===== config.mk =====
export PLATFORM = sky130hd
export DESIGN_NAME = jump_input
export DESIGN_NICKNAME = d
export VERILOG_FILES = /design/src/rtl/frogger_pkg.sv /design/src/rtl/debounce.sv /design/src/rtl/jump_input.sv
export SDC_FILE = /design/constraint.sdc
export NUM_CORES = 1
export LEC_CHECK = 0
export CORE_MARGIN = 2
export CORE_UTILIZATION = 60
export CTS_BUF_LIST = sky130_fd_sc_hd__clkbuf_4 sky130_fd_sc_hd__clkbuf_8 sky130_fd_sc_hd__clkbuf_16
export CTS_CLUSTER_SIZE = 40
export DETAILED_ROUTE_END_ITERATION = 8
export PLACE_DENSITY_LB_ADDON = 0.25
export SYNTH_ARGS = -nofsm -noshare
export SYNTH_HDL_FRONTEND = slang
export SYNTH_SLANG_ARGS = --single-unit

===== constraint.sdc =====
create_clock -name clk -period 2.96 [get_ports clk]
set_input_delay 0.888 -clock clk [delete_from_list [all_inputs] [get_ports clk]]
set_output_delay 0.888 -clock clk [all_outputs]
set_load 0.05 [all_outputs]

===== src/rtl/frogger_pkg.sv =====
// ----------------------------------------------------------------------------
// frogger_pkg
// Shared types and constants for the frog jump input path.
//   jump_dir_t      : encoding of a jump request direction
//   HELD_*          : bit positions of each button inside the 4-bit held bus
//   pickDir()       : highest-priority pending direction (fwd > back > left > right)
// ----------------------------------------------------------------------------
package frogger_pkg;

   typedef enum logic [1:0] {
      JUMP_FWD   = 2'd0,
      JUMP_BACK  = 2'd1,
      JUMP_LEFT  = 2'd2,
      JUMP_RIGHT = 2'd3
   } jump_dir_t;

   localparam int HELD_FWD   = 0;
   localparam int HELD_BACK  = 1;
   localparam int HELD_LEFT  = 2;
   localparam int HELD_RIGHT = 3;

   // Forward wins over backward, backward over left, left over right. The
   // caller only uses the result when at least one bit is set.
   function automatic jump_dir_t pickDir(input logic [3:0] pending);
      jump_dir_t dir;
      if (pending[HELD_FWD]) begin
         dir = JUMP_FWD;
      end else if (pending[HELD_BACK]) begin
         dir = JUMP_BACK;
      end else if (pending[HELD_LEFT]) begin
         dir = JUMP_LEFT;
      end else begin
         dir = JUMP_RIGHT;
      end
      return dir;
   endfunction

endpackage


===== src/rtl/debounce.sv =====
// ----------------------------------------------------------------------------
// debounce
// Synchronizes one raw asynchronous button and accepts a level change only
// after it has been seen stable for DEBOUNCE_CYCLES consecutive cycles.
// Ports:
//   clk      in   clock
//   rst      in   synchronous active-high reset
//   i_raw    in   raw asynchronous button level
//   o_stable out  debounced level
// ----------------------------------------------------------------------------
module debounce #(
   parameter int DEBOUNCE_CYCLES = 250000
) (
   input  logic clk,
   input  logic rst,
   input  logic i_raw,
   output logic o_stable
);

   localparam int CW = (DEBOUNCE_CYCLES > 1) ? $clog2(DEBOUNCE_CYCLES) : 1;
   localparam logic [CW-1:0] LAST_COUNT = CW'(DEBOUNCE_CYCLES - 1);

   logic          r_sync1;
   logic          r_sync2;
   logic          r_stable;
   logic [CW-1:0] r_count;

   // Two-flop synchronizer, then a counter that runs only while the
   // synchronized level disagrees with the accepted level. Any agreement
   // (a bounce back) restarts the count from zero.
   always_ff @(posedge clk) begin
      if (rst) begin
         r_sync1  <= 1'b0;
         r_sync2  <= 1'b0;
         r_stable <= 1'b0;
         r_count  <= '0;
      end else begin
         r_sync1 <= i_raw;
         r_sync2 <= r_sync1;
         if (r_sync2 == r_stable) begin
            r_count <= '0;
         end else if (r_count == LAST_COUNT) begin
            r_stable <= r_sync2;
            r_count  <= '0;
         end else begin
            r_count <= r_count + CW'(1);
         end
      end
   end

   assign o_stable = r_stable;

endmodule


===== src/rtl/jump_input.sv =====
// ----------------------------------------------------------------------------
// jump_input
// Turns four raw jump buttons into a stream of single jump requests on a
// valid/ready interface. Each button is debounced; a press (rising debounced
// level) marks that direction pending, and pending directions are issued one
// per handshake in priority order forward > backward > left > right.
// Optional build macro:
//   JUMP_REPEAT_EN  holding a button auto-repeats after REPEAT_DELAY cycles,
//                   then every REPEAT_PERIOD cycles. Undefined: one request
//                   per press.
// Ports:
//   clk             in   pixel clock
//   rst             in   synchronous active-high reset
//   jumpForwardIn   in   raw button, active-high
//   jumpBackwardIn  in   raw button, active-high
//   jumpLeftIn      in   raw button, active-high
//   jumpRightIn     in   raw button, active-high
//   jump_valid      out  request available
//   jump_dir        out  request direction (jump_dir_t encoding)
//   jump_ready      in   consumer accepts the request
//   held            out  debounced levels {right, left, backward, forward}
//   overflow        out  sticky: a press was merged into an already pending one
// ----------------------------------------------------------------------------
module jump_input #(
   parameter int DEBOUNCE_CYCLES = 250000,
   parameter int REPEAT_DELAY    = 12550000,
   parameter int REPEAT_PERIOD   = 5020000
) (
   input  logic       clk,
   input  logic       rst,
   input  logic       jumpForwardIn,
   input  logic       jumpBackwardIn,
   input  logic       jumpLeftIn,
   input  logic       jumpRightIn,
   output logic       jump_valid,
   output logic [1:0] jump_dir,
   input  logic       jump_ready,
   output logic [3:0] held,
   output logic       overflow
);

   import frogger_pkg::*;

   logic [3:0] w_rawIn;
   logic [3:0] w_stable;
   logic [3:0] r_held;
   logic [3:0] r_heldDly;
   logic [3:0] w_rise;
   logic [3:0] w_newReq;
   logic [3:0] r_pending;
   logic [3:0] w_clear;
   logic       w_canLoad;
   jump_dir_t  w_grantDir;
   logic       r_valid;
   logic [1:0] r_dir;
   logic       r_overflow;

   assign w_rawIn[HELD_FWD]   = jumpForwardIn;
   assign w_rawIn[HELD_BACK]  = jumpBackwardIn;
   assign w_rawIn[HELD_LEFT]  = jumpLeftIn;
   assign w_rawIn[HELD_RIGHT] = jumpRightIn;

   for (genvar g = 0; g < 4; g++) begin : g_debounce
      debounce #(
         .DEBOUNCE_CYCLES(DEBOUNCE_CYCLES)
      ) u_debounce (
         .clk     (clk),
         .rst     (rst),
         .i_raw   (w_rawIn[g]),
         .o_stable(w_stable[g])
      );
   end

   // held is a registered copy of the debounced levels; the edge detector
   // works off held so a press reaches the pending bits one cycle later.
   always_ff @(posedge clk) begin
      if (rst) begin
         r_held    <= '0;
         r_heldDly <= '0;
      end else begin
         r_held    <= w_stable;
         r_heldDly <= r_held;
      end
   end

   assign w_rise = r_held & ~r_heldDly;

`ifdef JUMP_REPEAT_EN
   localparam int RPT_MAX = (REPEAT_DELAY > REPEAT_PERIOD) ? REPEAT_DELAY : REPEAT_PERIOD;
   localparam int RW      = $clog2(RPT_MAX + 1);
   localparam logic [RW-1:0] RPT_DELAY_W  = RW'(REPEAT_DELAY);
   localparam logic [RW-1:0] RPT_PERIOD_W = RW'(REPEAT_PERIOD);

   logic [RW-1:0] r_rptCnt [4];
   logic [3:0]    r_rptPhase;
   logic [3:0]    w_rptFire;

   // A repeat fires when the hold counter reaches the initial delay, and
   // after the first repeat (phase set) every period thereafter.
   always_comb begin
      w_rptFire = '0;
      for (int i = 0; i < 4; i++) begin
         w_rptFire[i] = r_held[i] &&
                        (r_rptCnt[i] == (r_rptPhase[i] ? RPT_PERIOD_W : RPT_DELAY_W));
      end
   end

   // The counter starts with the press (the cycle the rising edge marks the
   // pending bit) so that the first repeat lands REPEAT_DELAY cycles later.
   // Reloading with 1 on a fire keeps the following interval exact.
   always_ff @(posedge clk) begin
      if (rst) begin
         for (int i = 0; i < 4; i++) begin
            r_rptCnt[i] <= '0;
         end
         r_rptPhase <= '0;
      end else begin
         for (int i = 0; i < 4; i++) begin
            if (!r_held[i]) begin
               r_rptCnt[i]   <= '0;
               r_rptPhase[i] <= 1'b0;
            end else if (w_rptFire[i]) begin
               r_rptCnt[i]   <= RW'(1);
               r_rptPhase[i] <= 1'b1;
            end else begin
               r_rptCnt[i] <= r_rptCnt[i] + RW'(1);
            end
         end
      end
   end

   assign w_newReq = w_rise | w_rptFire;
`else
   logic w_unusedRepeatParams;
   assign w_unusedRepeatParams = ^{REPEAT_DELAY, REPEAT_PERIOD};
   assign w_newReq = w_rise;
`endif

   // The output register may take a new request when it is empty or its
   // current request is being accepted this cycle.
   assign w_canLoad  = (!r_valid || jump_ready) && (|r_pending);
   assign w_grantDir = pickDir(r_pending);

   always_comb begin
      w_clear = '0;
      if (w_canLoad) begin
         w_clear[w_grantDir] = 1'b1;
      end
   end

   // New requests OR into the pending bits after the granted bit is cleared,
   // so a press landing on the clearing cycle simply re-arms that bit. Only a
   // press onto a bit that stays pending counts as a merge.
   always_ff @(posedge clk) begin
      if (rst) begin
         r_pending  <= '0;
         r_overflow <= 1'b0;
         r_valid    <= 1'b0;
         r_dir      <= '0;
      end else begin
         r_pending <= (r_pending & ~w_clear) | w_newReq;
         if (|(w_newReq & r_pending & ~w_clear)) begin
            r_overflow <= 1'b1;
         end
         if (w_canLoad) begin
            r_valid <= 1'b1;
            r_dir   <= w_grantDir;
         end else if (r_valid && jump_ready) begin
            r_valid <= 1'b0;
         end
      end
   end

   assign jump_valid = r_valid;
   assign jump_dir   = r_dir;
   assign held       = r_held;
   assign overflow   = r_overflow;

endmodule


==> metrics.txt <==
status complete, no violations; register clock-pin slew on the reported worst setup and hold paths approximately 0.090 ns; FP Rows 30; clock sink count 100; Slew @ Worst Pin ~0.86 ns; Worst path top cell family by delay buffers and inverters; Yosys reg bits 100; Initial Utilization between 60% and 70%; Root Driver clkbuf_8; post-synthesis mux area share less than 1%; hold_ws between 0.4 and 0.5 ns; Die W 88.0 um; hold buffers post-CTS 0; vias in the first global route roughly 3.0k; fin crit period about 2.5 ns; # port buffers 14; Post-DRT Antenna Nets 0; clock buffer depth 2; asr flop ratio synth 0%; CTS tree yes; Hold WC Path Type register to register; Max-slew headroom roughly 42%; Max Freq 407 MHz; boundary pin count 15; critical path endpoint category output port; post-CTS resize count 0; switching part of the total 21.5%; CP Max Fanout 4; post-synthesis simple-gate area fraction 31.3%; clock skew about 0.010 ns; crit-path cells clkdlybuf4s50_1; total global routing overflow 0; crit share post-route 83.0%; post-route setup TNS 0 ns; Area Overhead vs Synth 10.2%; combinational share of power 1.6%; full die area approximately 0.0077 mm^2; largest family of logic cells by synthesized area simple AND/OR/NAND/NOR gates; chip height about 90 um; largest net degree at the start of global routing 24; placed instance count 573; cts bufs inserted 9; filler cell count approximately 580; global-route wire length before repair 12900 um; clock latency on the worst-skew pair 0.36 ns; power per cell area ~480 mW/mm^2; layout cells sized above 1 under 10%; slowest CP cell clkdlybuf4s50_1; detailed-route DRC error count 0; CP bufs+invs 1; core area between 0.006 and 0.007 mm^2; Required @ worst endpoint 2.07 ns; Post-Syn Area per Cell roughly 9 um^2; RSZ-0062 raised after global routing false; xor and xnor area share after synthesis between 10% and 20%; Synth Flop Type dfxtp_1; switching power between 0.4 and 0.5 mW; Setup WS pre-CTS approximately 0.58 ns; syn nets 481; sequential area share after synthesis a little under half; clock share of power 37.5%; DR iter-0 viols between 100 and 150; number of synthesized flops with an enable pin 0; final non-filler cell total just under 600; critical path's largest stage delay 0.83 ns; critical path startpoint category register; Reg power frac between 60% and 70%; setup slack after layout 0.503 ns; post-CTS setup buffers 0; gr usage total a little over 20%; routability cong. between 0.8 and 0.9; classification of the worst setup path register to output port; DP Wirelength roughly 5100 um; worst vdd ir ~0.29 mV; Vias ~3.3k; Worst Path Arrival roughly 1.6 ns; Synth Cell Area ~0.0042 mm^2; Final Instance Area between 0.004 and 0.005 mm^2; nets@finish roughly 500; final setup violation count 0; DR vias/cell between 5 and 6; Placed Instance Area approximately 0.0045 mm^2; Initial DRT Pass Iterations 4; cell leakage power ~1.4 nW; DR WL/cell roughly 13 um; Final Max Tran Viols 0; htree depth 3; initial antenna violation count 0; Cell Int Power ~1.7 mW; DRT Wirelength 7410 um; Synth Area in Compound Gates under 10%; Ys Warns 0; Syn Inst Count between 400 and 500; diode count 0; MaxCap Viol Count 0; Unique masters post-synth between 40 and 50; Adder-Cell Fraction of Synth Area between 1 and 1.5%; Hold Fails Final Rpt 0
-- registers in the layout, indices dropped and copies added, names as in the netlist --
| signal | flops |
|---|---|
| g_debounce.u_debounce.o_stable | 4 |
| jump_valid | 1 |
| g_debounce.u_debounce.r_count | 72 |
| g_debounce.u_debounce.r_sync2 | 4 |
| r_heldDly | 4 |
| overflow | 1 |
| jump_dir | 2 |
| held | 4 |
| g_debounce.u_debounce.r_sync1 | 4 |
| r_pending | 4 |
-- final timing paths --
check / cells past startpoint / to / slack [ns] / start
min: 1 / g_debounce[0].u_debounce.r_sync2$_SDFF_PP0_ / 0.44 / g_debounce[0].u_debounce.r_sync1$_SDFF_PP0_
max reg2reg: 5 / g_debounce[0].u_debounce.r_count[2]$_SDFF_PP0_ / 0.82 / g_debounce[0].u_debounce.r_count[0]$_SDFF_PP0_
max: 1 / held[3] / 0.50 / held[3]$_SDFF_PP0_
min reg2reg: 1 / g_debounce[0].u_debounce.r_sync2$_SDFF_PP0_ / 0.44 / g_debounce[0].u_debounce.r_sync1$_SDFF_PP0_
-- cell type report --
cell class | count | area (um^2) | share of cell area (%)
Multi-Input combinational cell | 346 | 2130 | 45.7
Clock buffer | 12 | 165 | 3.54
Sequential cell | 100 | 2000 | 42.9
Timing Repair Buffer | 17 | 163 | 3.48
Clock inverter | 4 | 31.3 | 0.670
Tap cell | 96 | 120 | 2.57
Inverter | 14 | 52.6 | 1.13
-- power groups by stage --
| stage | Clock (mW) | Combinational (mW) | Sequential, mW |
|---|---|---|---|
| detailed placement | 0 | 0.0350 | 1.39 |
| global placement | 0 | 0.0341 | 1.39 |
| global route | 0.912 | 0.0382 | 1.36 |
| floorplan | 0 | 0.0207 | 1.39 |
| finish | 0.835 | 0.0346 | 1.35 |
| CTS | 0.861 | 0.0351 | 1.35 |
-- synthesized netlist by cell type, types with 2 or more instances --
library cell	n	share of area, %
a21oi_1	12	1.4
and3_1	5	0.74
and4_1	2	0.41
buf_2	2	0.24
buf_4	2	0.35
clkbuf_1	5	0.44
dfxtp_1	100	47
ha_1	4	1.2
inv_1	14	1.2
nand2_1	20	1.8
nand2b_1	3	0.44
nand3_1	23	2.7
nand3_2	3	0.71
nand4_1	18	2.7
nor2_1	85	7.5
nor2b_1	20	3.0
nor3_1	19	2.2
nor4_1	24	3.5
nor4_2	2	0.59
o21ai_0	9	1.1
o21ai_2	2	0.41
or2_1	2	0.30
or3_1	6	0.89
or4_4	2	0.53
or4b_1	4	0.95
xnor2_1	47	9.7
xor2_1	13	2.7
-- layout by cell type (no fill, tap or decap), drive strengths merged, types with 14 or more instances in the layout --
cell type and n:
xnor2 47, nor2 85, nand4 20, nor3 19, nor4 26, inv 15, dfxtp 100, nand3 26
clkdlybuf4s50 14, nand2 20, nor2b 20
-- per-layer routing --
layer | wire (um) | up-vias | track usage, % | part of all wire [%]
li1 | - | 1667 | - | -
met1 | 3490 | 1516 | 25.6 | 47
met2 | 3510 | 60 | 35.3 | 47
met3 | 295 | 12 | 4.62 | 4.0
met4 | 125 | 0 | 7.71 | 1.7
met5 | 0 | - | 0 | 0
-- cells by family after synthesis --
logic type / after synthesis
simple gates: 248
xor+xnor: 60
mux: 2
flops: 100
fa+ha+maj: 4
compound gates: 32
buf+inv: 24
-- per-stage QoR --
| stage | power, mW | utilization [%] |
|---|---|---|
| 6_report | 2.22 | 68.3 |
| 3_5_place_dp | 1.42 | 65.5 |
| 5_1_grt | 2.31 | 68.3 |
| 4_1_cts | 2.25 | 68.3 |
| 3_3_place_gp | 1.42 | 65.5 |
| 2_1_floorplan | 1.41 | - |
No activity file was read; power rests on OpenSTA's default activity.
